<file path="src/rtl/alu_seq_pkg.sv">
// Shared definitions for the multiword ALU sequencer: mode codes and FSM state encoding.
package alu_seq_pkg;

    localparam logic [2:0] MODE_ADD = 3'b000;
    localparam logic [2:0] MODE_SUB = 3'b001;
    localparam logic [2:0] MODE_AND = 3'b010;
    localparam logic [2:0] MODE_OR  = 3'b011;
    localparam logic [2:0] MODE_XOR = 3'b100;
    localparam logic [2:0] MODE_NOT = 3'b101;
    localparam logic [2:0] MODE_INC = 3'b110;
    localparam logic [2:0] MODE_DEC = 3'b111;

    typedef enum logic [1:0] {
        IDLE = 2'd0,
        RUN  = 2'd1,
        DONE = 2'd2
    } state_t;

endpackage

</file>
<file path="src/rtl/alu_word_slice.sv">
// Combinational N-bit ALU slice; one word of a wide operation with carry/borrow chaining.
module alu_word_slice
    import alu_seq_pkg::*;
#(
    parameter int N = 4
) (
    input  logic [N-1:0] a,
    input  logic [N-1:0] b,
    input  logic         c,
    input  logic [2:0]   mode,
    input  logic         first,
    output logic [N-1:0] r,
    output logic         co
);

    logic [N-1:0] b_eff;
    logic         c_eff;
    logic [N:0]   sum;
    logic [N:0]   diff;

    // INC/DEC inject their +/-1 only into word 0; later words just ripple the chain bit.
    always_comb begin
        b_eff = b;
        c_eff = c;
        case (mode)
            MODE_INC: begin
                b_eff = first ? N'(1) : '0;
                c_eff = first ? 1'b0 : c;
            end
            MODE_DEC: begin
                b_eff = '0;
                c_eff = first ? 1'b1 : c;
            end
            default: ;
        endcase
    end

    // Borrow is the sign bit of the N+1-bit difference, i.e. a < b + c unsigned.
    assign sum  = {1'b0, a} + {1'b0, b_eff} + (N+1)'(c_eff);
    assign diff = {1'b0, a} - {1'b0, b_eff} - (N+1)'(c_eff);

    always_comb begin
        r  = '0;
        co = 1'b0;
        case (mode)
            MODE_ADD, MODE_INC: {co, r} = sum;
            MODE_SUB, MODE_DEC: {co, r} = diff;
            MODE_AND:           r = a & b;
            MODE_OR:            r = a | b;
            MODE_XOR:           r = a ^ b;
            MODE_NOT:           r = ~a;
            default:            ;
        endcase
    end

endmodule

</file>
<file path="src/rtl/alu_multiword_seq.sv">
// Runs one W-bit ALU operation through an N-bit slice, one word per clock, LSW first.
// Optional zero flag output Z when ALU_MULTIWORD_SEQ_ZFLAG_EN is defined.
module alu_multiword_seq
    import alu_seq_pkg::*;
#(
    parameter int N     = 4,
    parameter int WORDS = 4
) (
    input  logic               clk,
    input  logic               nrst,
    input  logic               start,
    input  logic [2:0]         Mode,
    input  logic               CB_in,
    input  logic [N*WORDS-1:0] A,
    input  logic [N*WORDS-1:0] B,
    output logic               busy,
    output logic               done,
    output logic [N*WORDS-1:0] Result,
    output logic               CB_out
`ifdef ALU_MULTIWORD_SEQ_ZFLAG_EN
    ,
    output logic               Z
`endif
);

    localparam int W  = N * WORDS;
    localparam int IW = (WORDS > 1) ? $clog2(WORDS) : 1;

    state_t         state_q, state_d;
    logic [IW-1:0]  idx_q, idx_d;
    logic [W-1:0]   a_q, a_d;
    logic [W-1:0]   b_q, b_d;
    logic [2:0]     mode_q, mode_d;
    logic           chain_q, chain_d;
    logic [W-1:0]   acc_q, acc_d;
    logic [W-1:0]   result_q, result_d;
    logic           cb_q, cb_d;
`ifdef ALU_MULTIWORD_SEQ_ZFLAG_EN
    logic           nz_q, nz_d;
    logic           z_q, z_d;
`endif

    logic [N-1:0]   word_r;
    logic           word_co;
    logic           last_word;

    // Operands shift right one word per step, so the slice always sees the low word.
    alu_word_slice #(.N(N)) u_slice (
        .a     (a_q[N-1:0]),
        .b     (b_q[N-1:0]),
        .c     (chain_q),
        .mode  (mode_q),
        .first (idx_q == '0),
        .r     (word_r),
        .co    (word_co)
    );

    assign last_word = (idx_q == IW'(WORDS - 1));

    // NOTE: every _d signal is given its hold value first, so no path leaves it unassigned and no latch is inferred.
    always_comb begin
        state_d  = state_q;
        idx_d    = idx_q;
        a_d      = a_q;
        b_d      = b_q;
        mode_d   = mode_q;
        chain_d  = chain_q;
        acc_d    = acc_q;
        result_d = result_q;
        cb_d     = cb_q;
`ifdef ALU_MULTIWORD_SEQ_ZFLAG_EN
        nz_d     = nz_q;
        z_d      = z_q;
`endif
        case (state_q)
            IDLE, DONE: begin
                state_d = IDLE;
                if (start) begin
                    state_d = RUN;
                    idx_d   = '0;
                    a_d     = A;
                    b_d     = B;
                    mode_d  = Mode;
                    chain_d = (Mode == MODE_ADD || Mode == MODE_SUB) ? CB_in : 1'b0;
                    acc_d   = '0;
`ifdef ALU_MULTIWORD_SEQ_ZFLAG_EN
                    nz_d    = 1'b0;
`endif
                end
            end
            RUN: begin
                a_d     = a_q >> N;
                b_d     = b_q >> N;
                acc_d   = {word_r, acc_q[W-1:N]};
                chain_d = word_co;
                idx_d   = idx_q + IW'(1);
`ifdef ALU_MULTIWORD_SEQ_ZFLAG_EN
                nz_d    = nz_q | (|word_r);
`endif
                if (last_word) begin
                    state_d  = DONE;
                    result_d = acc_d;
                    cb_d     = word_co;
`ifdef ALU_MULTIWORD_SEQ_ZFLAG_EN
                    z_d      = ~(nz_q | (|word_r));
`endif
                end
            end
            default: state_d = IDLE;
        endcase
    end

    // NOTE: sequential state uses non-blocking assignments only; the datapath registers are reset too, since reset must clear them.
    always_ff @(posedge clk or negedge nrst) begin
        if (!nrst) begin
            state_q  <= IDLE;
            idx_q    <= '0;
            a_q      <= '0;
            b_q      <= '0;
            mode_q   <= '0;
            chain_q  <= 1'b0;
            acc_q    <= '0;
            result_q <= '0;
            cb_q     <= 1'b0;
`ifdef ALU_MULTIWORD_SEQ_ZFLAG_EN
            nz_q     <= 1'b0;
            z_q      <= 1'b0;
`endif
        end else begin
            state_q  <= state_d;
            idx_q    <= idx_d;
            a_q      <= a_d;
            b_q      <= b_d;
            mode_q   <= mode_d;
            chain_q  <= chain_d;
            acc_q    <= acc_d;
            result_q <= result_d;
            cb_q     <= cb_d;
`ifdef ALU_MULTIWORD_SEQ_ZFLAG_EN
            nz_q     <= nz_d;
            z_q      <= z_d;
`endif
        end
    end

    assign busy   = (state_q == RUN);
    assign done   = (state_q == DONE);
    assign Result = result_q;
    assign CB_out = cb_q;
`ifdef ALU_MULTIWORD_SEQ_ZFLAG_EN
    assign Z      = z_q;
`endif

endmodule

</file>
<file path="config.mk">
export PLATFORM = sky130hd
export DESIGN_NAME = alu_multiword_seq
export DESIGN_NICKNAME = d
export VERILOG_FILES = /design/src/rtl/alu_seq_pkg.sv /design/src/rtl/alu_word_slice.sv /design/src/rtl/alu_multiword_seq.sv
export SDC_FILE = /design/constraint.sdc
export NUM_CORES = 1
export LEC_CHECK = 0
export CAP_MARGIN = 20
export CORE_UTILIZATION = 35
export CTS_BUF_LIST = sky130_fd_sc_hd__clkbuf_4
export DETAILED_ROUTE_END_ITERATION = 10
export PLACE_DENSITY = 0.65
export SETUP_SLACK_MARGIN = 0.05
export SLEW_MARGIN = 20
export SYNTH_ARGS = -nofsm -noshare
export SYNTH_HDL_FRONTEND = slang
export SYNTH_SLANG_ARGS = --single-unit
export TNS_END_PERCENT = 100
</file>
<file path="constraint.sdc">
create_clock -name clk -period 3.4 [get_ports clk]
set_input_delay 0.34 -clock clk [delete_from_list [all_inputs] [get_ports clk]]
set_output_delay 0.34 -clock clk [all_outputs]
set_load 0.01 [all_outputs]
</file>
==> results of run 1 <==
## metrics by stage
step / area (µm²) / utilization, % / cells
global route: 4340 / 44.6 / 543
global placement: 4150 / 42.7 / 526
finish: 4340 / 44.6 / 543
detailed placement: 4150 / 42.7 / 526
CTS: 4320 / 44.4 / 542
floorplan: 3490 / - / 352
## worst max-delay path, delay by kind of cell (launching register included)
kind	cells	cell delay, ps
AOI/OAI and AO/OA	3	790
muxes	1	140
adders and majority gates	2	850
DFF	1	620
buffers and inverters	2	190
and+or+nand+nor	3	240
## per-layer routing
metal | global-route usage (%) | wire (µm)
met1 | 20.9 | 3490
met2 | 26.0 | 3680
met3 | 4.17 | 327
met4 | 6.26 | 184
met5 | 0 | 0
## cell type report
class	count	area, µm²
Tap cell	133	166
Fill cell	961	5390
Timing Repair Buffer	63	616
Multi-Input combinational cell	241	1580
Inverter	21	78.8
Clock buffer	10	75.1
Sequential cell	69	1730
Clock inverter	6	95.1
## cell families after synthesis
family	count (synthesis)	synth area share [%]
AOI/OAI and AO/OA	89	16.8
xor gates and xnor gates	5	1.25
adders and majority gates	21	8.38
buffers and inverters	42	5.51
DFF	69	49.4
muxes	15	5.05
and+or+nand+nor	111	13.6
## power breakdown
| part | switching [mW] | internal [mW] |
|---|---|---|
| clock | 0.320 | 0.314 |
| sequential | 0.284 | 1.21 |
| combinational | 1.24 | 1.06 |
| total | 1.84 | 2.59 |
## worst max path at each step
stage	end	from	cells after the start	slack [ps]
floorplan	Result[13]$_DFFE_PN0P_	mode_q[0]$_DFFE_PN0P_	13	810
global placement	Result[13]$_DFFE_PN0P_	mode_q[2]$_DFFE_PN0P_	11	620
detailed placement	Result[13]$_DFFE_PN0P_	mode_q[1]$_DFFE_PN0P_	11	550
CTS	Result[13]$_DFFE_PN0P_	mode_q[2]$_DFFE_PN0P_	11	510
global route	acc_q[14]$_DFFE_PN0P_	mode_q[1]$_DFFE_PN0P_	11	200
finish	Result[13]$_DFFE_PN0P_	mode_q[2]$_DFFE_PN0P_	11	510
## cells in the mapped netlist, drive strengths merged (8+ instances only)
cell type	instances
a22o	21
clkbuf	8
o21ai	23
ha	17
a31oi	16
buf	13
nor2	28
inv	21
dfrtp	69
mux2	15
a21oi	16
nand2	62
## state kept, by name, summed over array words and instances (netlist names)
signal   count
state_q      2
idx_q        2
Result      16
chain_q      1
b_q         16
mode_q       3
acc_q       12
a_q         16
CB_out       1
## repair_timing
action,CTS,global route
setup endpoints to repair,0,0
endpoints found under the hold margin,0,45
hold buffers,0,1
==> results.txt, run 1 <==
N_diodes = 0
Crit. End Element = flop
Final period utilization = 84.9%
Area of the die = 10,400 µm²
Asr flop ratio synth = 100%
Nets = 465
P_leak = 1.97 nW
CTS Buf Count = 9
Buffers on Ports = 57
Max_cap viols = 0
Maximum vdd ir drop = 0.000357 V
Status = completed
Drt pass-1 iters = 4
Yosys warning count = 0
Slew Limit Fails = 0
DRT iter0 DRCs = 145
CP peak stage delay = 620 ps
Area leader, netlist = dfrtp_1
Grt ovf = 0
GP Congestion = 0.852
FF-to-FF End = Result[13]$_DFFE_PN0P_
Synth Register Bits = 69
TNS Setup = 0 ps
Reg2reg setup slack = 510 ps
RSZ-0062 raised after global routing = no
Worst-path fanout max = 14
Drt drc = 0
Initial core utilization = 35.9%
FF-to-FF Start = mode_q[2]$_DFFE_PN0P_
CP required = 3760 ps
Worst Hold Class = in2async
Top cells by area, synth = dfrtp_1 (49%), nand2_1 (6.6%), ha_1 (6.1%)
Die height = 102 µm
Slowest stage cell on the critical path = dfrtp_1
Post-detail-place hpwl = 5.46 mm
Worst Reg-to-Reg Cells = 11
Drt wl/cell = 14.1 µm
Final worst path period need = 2890 ps
Pwr dens = 1020 nW/µm²
Main flop type after synthesis = dfrtp_1
CTS resizes = 0
Post-Place Worst Slack = 546 ps
Most common cell after layout, fill and taps aside = dfrtp_1
Mapped Area = 3490 µm²
Setup Buffers After CTS = 0
Final Power = 4.43 mW
Gate Count Post-Synth = 352
Root Driver = clkbuf_4
Net Count, Synth = 412
Worst setup margin = 513 ps
Initial antenna violation count = 0
Number of unique standard cell types used by synthesis = 41
Share of cells above drive strength 1 = 10.7%
Wire length of the first global-routing pass = 12.7 mm
Row Count = 36
Vias after detailed routing = 2,698
Worst slew margin = 39.8%
Post-synth EDFFs = 0
Setup violators final = 0
CP dominant cell by count = nand2_1
Final Hold Vio Count = 0
Core area = 9730 µm²
Sequential area share after synthesis = 49.4%
Max clock buf depth = 2
CTS tree = done
Layout area overhead = 24.1%
Largest net degree at the start of global routing = 47
Worst slew pin tran = 903 ps
Routed wire length = 7.68 mm
Crit-path cells = nand2_1 > o21ai_0 > inv_1 > fa_1 > inv_1 > fa_1 > nand2_1 > nand2_1 > a222oi_1 > o22a_1 > mux2_4
Die W = 102 µm
F_max = 346 MHz
Clock transition at the registers of the reported paths = 130 ps
Drt via density = 4.97
GRT Total Usage = 16.1%
Vias in the first global route = 2,578
CTS H-tree depth = 3
Clock skew = 11.3 ps
Commonest non-fill, non-tap cells in the layout = dfrtp_1 (69), nand2_1 (61), clkdlybuf4s50_1 (56), nor2_1 (28)
Yosys top cell area share = 49.4%
Post-Syn Area per Cell = 9.93 µm²
Fin Hold WS = 461 ps
ANT nets after route = 0
WP data arrival = 3250 ps
CP Class = reg2reg
Clk Latency, worst-skew pair = 410 ps
Startpoint Class = flop
IO Count = 58
Clk sinks = 69
(Power assumes the default switching activity.)
==> run 2, diff against run 1 <==
--- a/config.mk
+++ b/config.mk
@@ -9,7 +9,7 @@
 export CORE_UTILIZATION = 35
 export CTS_BUF_LIST = sky130_fd_sc_hd__clkbuf_4
 export DETAILED_ROUTE_END_ITERATION = 10
-export PLACE_DENSITY = 0.65
+export PLACE_DENSITY = 0.68
 export SETUP_SLACK_MARGIN = 0.05
 export SLEW_MARGIN = 20
 export SYNTH_ARGS = -nofsm -noshare
==> constraint.sdc (replaced) <==
create_clock -name clk -period 2.6 [get_ports clk]
set_input_delay 0.26 -clock clk [delete_from_list [all_inputs] [get_ports clk]]
set_output_delay 0.26 -clock clk [all_outputs]
set_load 0.01 [all_outputs]
==> run 2 against run 1 <==
Against the previous run:
- wire length increased by 3.9%
- worst setup slack got worse by 480 ps
- clock-buffer cell count decreased by 1
- sequential power increased by 29%
- combinational power increased by 44%
- hold slack got worse by 160 ps
- critical path type unchanged
- design area increased by 2.7%
- register-to-register slack got worse by 480 ps
- via count increased by 2.6%
==> results.txt, run 2 (same netlist as run 1, synthesis figures left out) <==
Status = completed
Clk Latency, worst-skew pair = 430 ps
Largest net degree at the start of global routing = 46
Share of cells above drive strength 1 = 16.1%
Final period utilization = 98.6%
Die height = 102 µm
ANT nets after route = 0
Startpoint Class = flop
GP Congestion = 0.885
Final worst path period need = 2560 ps
Slew Limit Fails = 0
Layout area overhead = 27.4%
Post-detail-place hpwl = 5.71 mm
CTS H-tree depth = 3
Final Hold Vio Count = 0
P_leak = 2.02 nW
Die W = 102 µm
Area of the die = 10,400 µm²
IO Count = 58
Design Area, Final = 4450 µm²
Drt drc = 0
Core area = 9730 µm²
Commonest non-fill, non-tap cells in the layout = dfrtp_1 (69), nand2_1 (61), clkdlybuf4s50_1 (56), nor2_1 (28), a22o_1 (21)
Vias after detailed routing = 2,767
Max_cap viols = 0
GRT Total Usage = 16.4%
Worst slew pin tran = 645 ps
Post-Place Worst Slack = -30.0 ps
Worst Hold Class = in2async
Setup violators final = 0
Drt via density = 4.99
Clock skew = 16.0 ps
Pwr dens = 1350 nW/µm²
Routed wire length = 7.98 mm
RSZ-0062 raised after global routing = yes
Worst setup margin = 35.5 ps
Max clock buf depth = 2
Crit. End Element = flop
Worst slew margin = 56.8%
Drt pass-1 iters = 6
Initial antenna violation count = 0
Clk sinks = 69
Most common cell after layout, fill and taps aside = dfrtp_1
Worst-path fanout max = 2
Root Driver = clkbuf_4
Initial core utilization = 35.9%
CTS tree = done
F_max = 390 MHz
Clock transition at the registers of the reported paths = 120 ps
DRT iter0 DRCs = 101
WP data arrival = 2940 ps
CP Class = reg2reg
Grt ovf = 0
Wire length of the first global-routing pass = 12.9 mm
Buffers on Ports = 57
CP required = 2970 ps
DP Area = 4230 µm²
CTS Buf Count = 9
N_diodes = 0
Vias in the first global route = 2,668
Nets = 477
Drt wl/cell = 14.4 µm
Maximum vdd ir drop = 0.000460 V
Row Count = 36
==> run 2: changes by cell type in the layout (fill, tap and decap cells not counted), sizes merged <==
cell,change
buf,+12
inv,-2
clkinv,+1
clkinvlp,+2
clkbuf,-1
==> run 2: where the power goes <==
part | internal (mW) | leakage (nW) | switching (mW)
Combinational | 1.56 | 1.08 | 1.75
Clock | 0.384 | 0.0817 | 0.409
Sequential | 1.58 | 0.860 | 0.338
==> run 2: critical path, stage by stage (launching register included) <==
cell and delay, ps:
dfrtp_1 400, inv_1 80, ha_2 200, nand3_2 90
o21ai_2 150, inv_1 70, fa_2 350, inv_2 60
fa_2 430, nand2_1 80, nand2_1 50, a222oi_1 220
o22a_1 190, mux2_4 140
==> run 2: final cells by class <==
type / count / area, µm²
Multi-Input combinational cell: 241 / 1620
Clock buffer: 9 / 67.6
Fill cell: 933 / 5280
Inverter: 21 / 78.8
Timing Repair Buffer: 75 / 703
Tap cell: 133 / 166
Sequential cell: 69 / 1730
Clock inverter: 7 / 90.1
==> run 2: stage by stage <==
stage,std cells,power [mW],hold slack (ps),utilization (%),setup TNS (ps)
2_1_floorplan,352,4.11,-35.6,-,0
3_3_place_gp,536,5.00,232,43.5,0
3_5_place_dp,536,5.10,247,43.5,-43.2
4_1_cts,553,5.93,305,45.3,0
5_1_grt,555,6.52,337,45.7,-397
6_report,555,6.02,306,45.7,0
==> run 2: worst paths after layout <==
kind                                 startpoint                endpoint  slack, ps  cells after the start
hold / removal                             nrst    idx_q[0]$_DFFE_PN0P_        310                      2
setup reg to reg           idx_q[0]$_DFFE_PN0P_  Result[13]$_DFFE_PN0P_         40                     13
max in group asynchronous                  nrst    acc_q[8]$_DFFE_PN0P_       1570                      3
min in group clk                          A[10]     a_q[10]$_DFFE_PN0P_        380                      3
hold reg to reg              a_q[4]$_DFFE_PN0P_      a_q[0]$_DFFE_PN0P_        500                      2
setup / recovery           idx_q[0]$_DFFE_PN0P_  Result[13]$_DFFE_PN0P_         40                     13
==> run 2: layer usage <==
layer / GRT usage [%] / share of wire [%] / vias to the layer above
met5: 0 / 0 / -
met4: 5.49 / 1.2 / 0
met3: 4.24 / 4.6 / 9
met2: 26.8 / 48 / 71
met1: 21.2 / 47 / 1348
li1: - / - / 1339
==> run 2: what timing repair did <==
action	4_1_cts	5_1_grt
hold buffers	1	0
pin swaps	1	7
endpoints found under the setup margin	6	8
hold endpoints to repair	19	0
buffers inserted	0	2
gates resized for setup	5	10
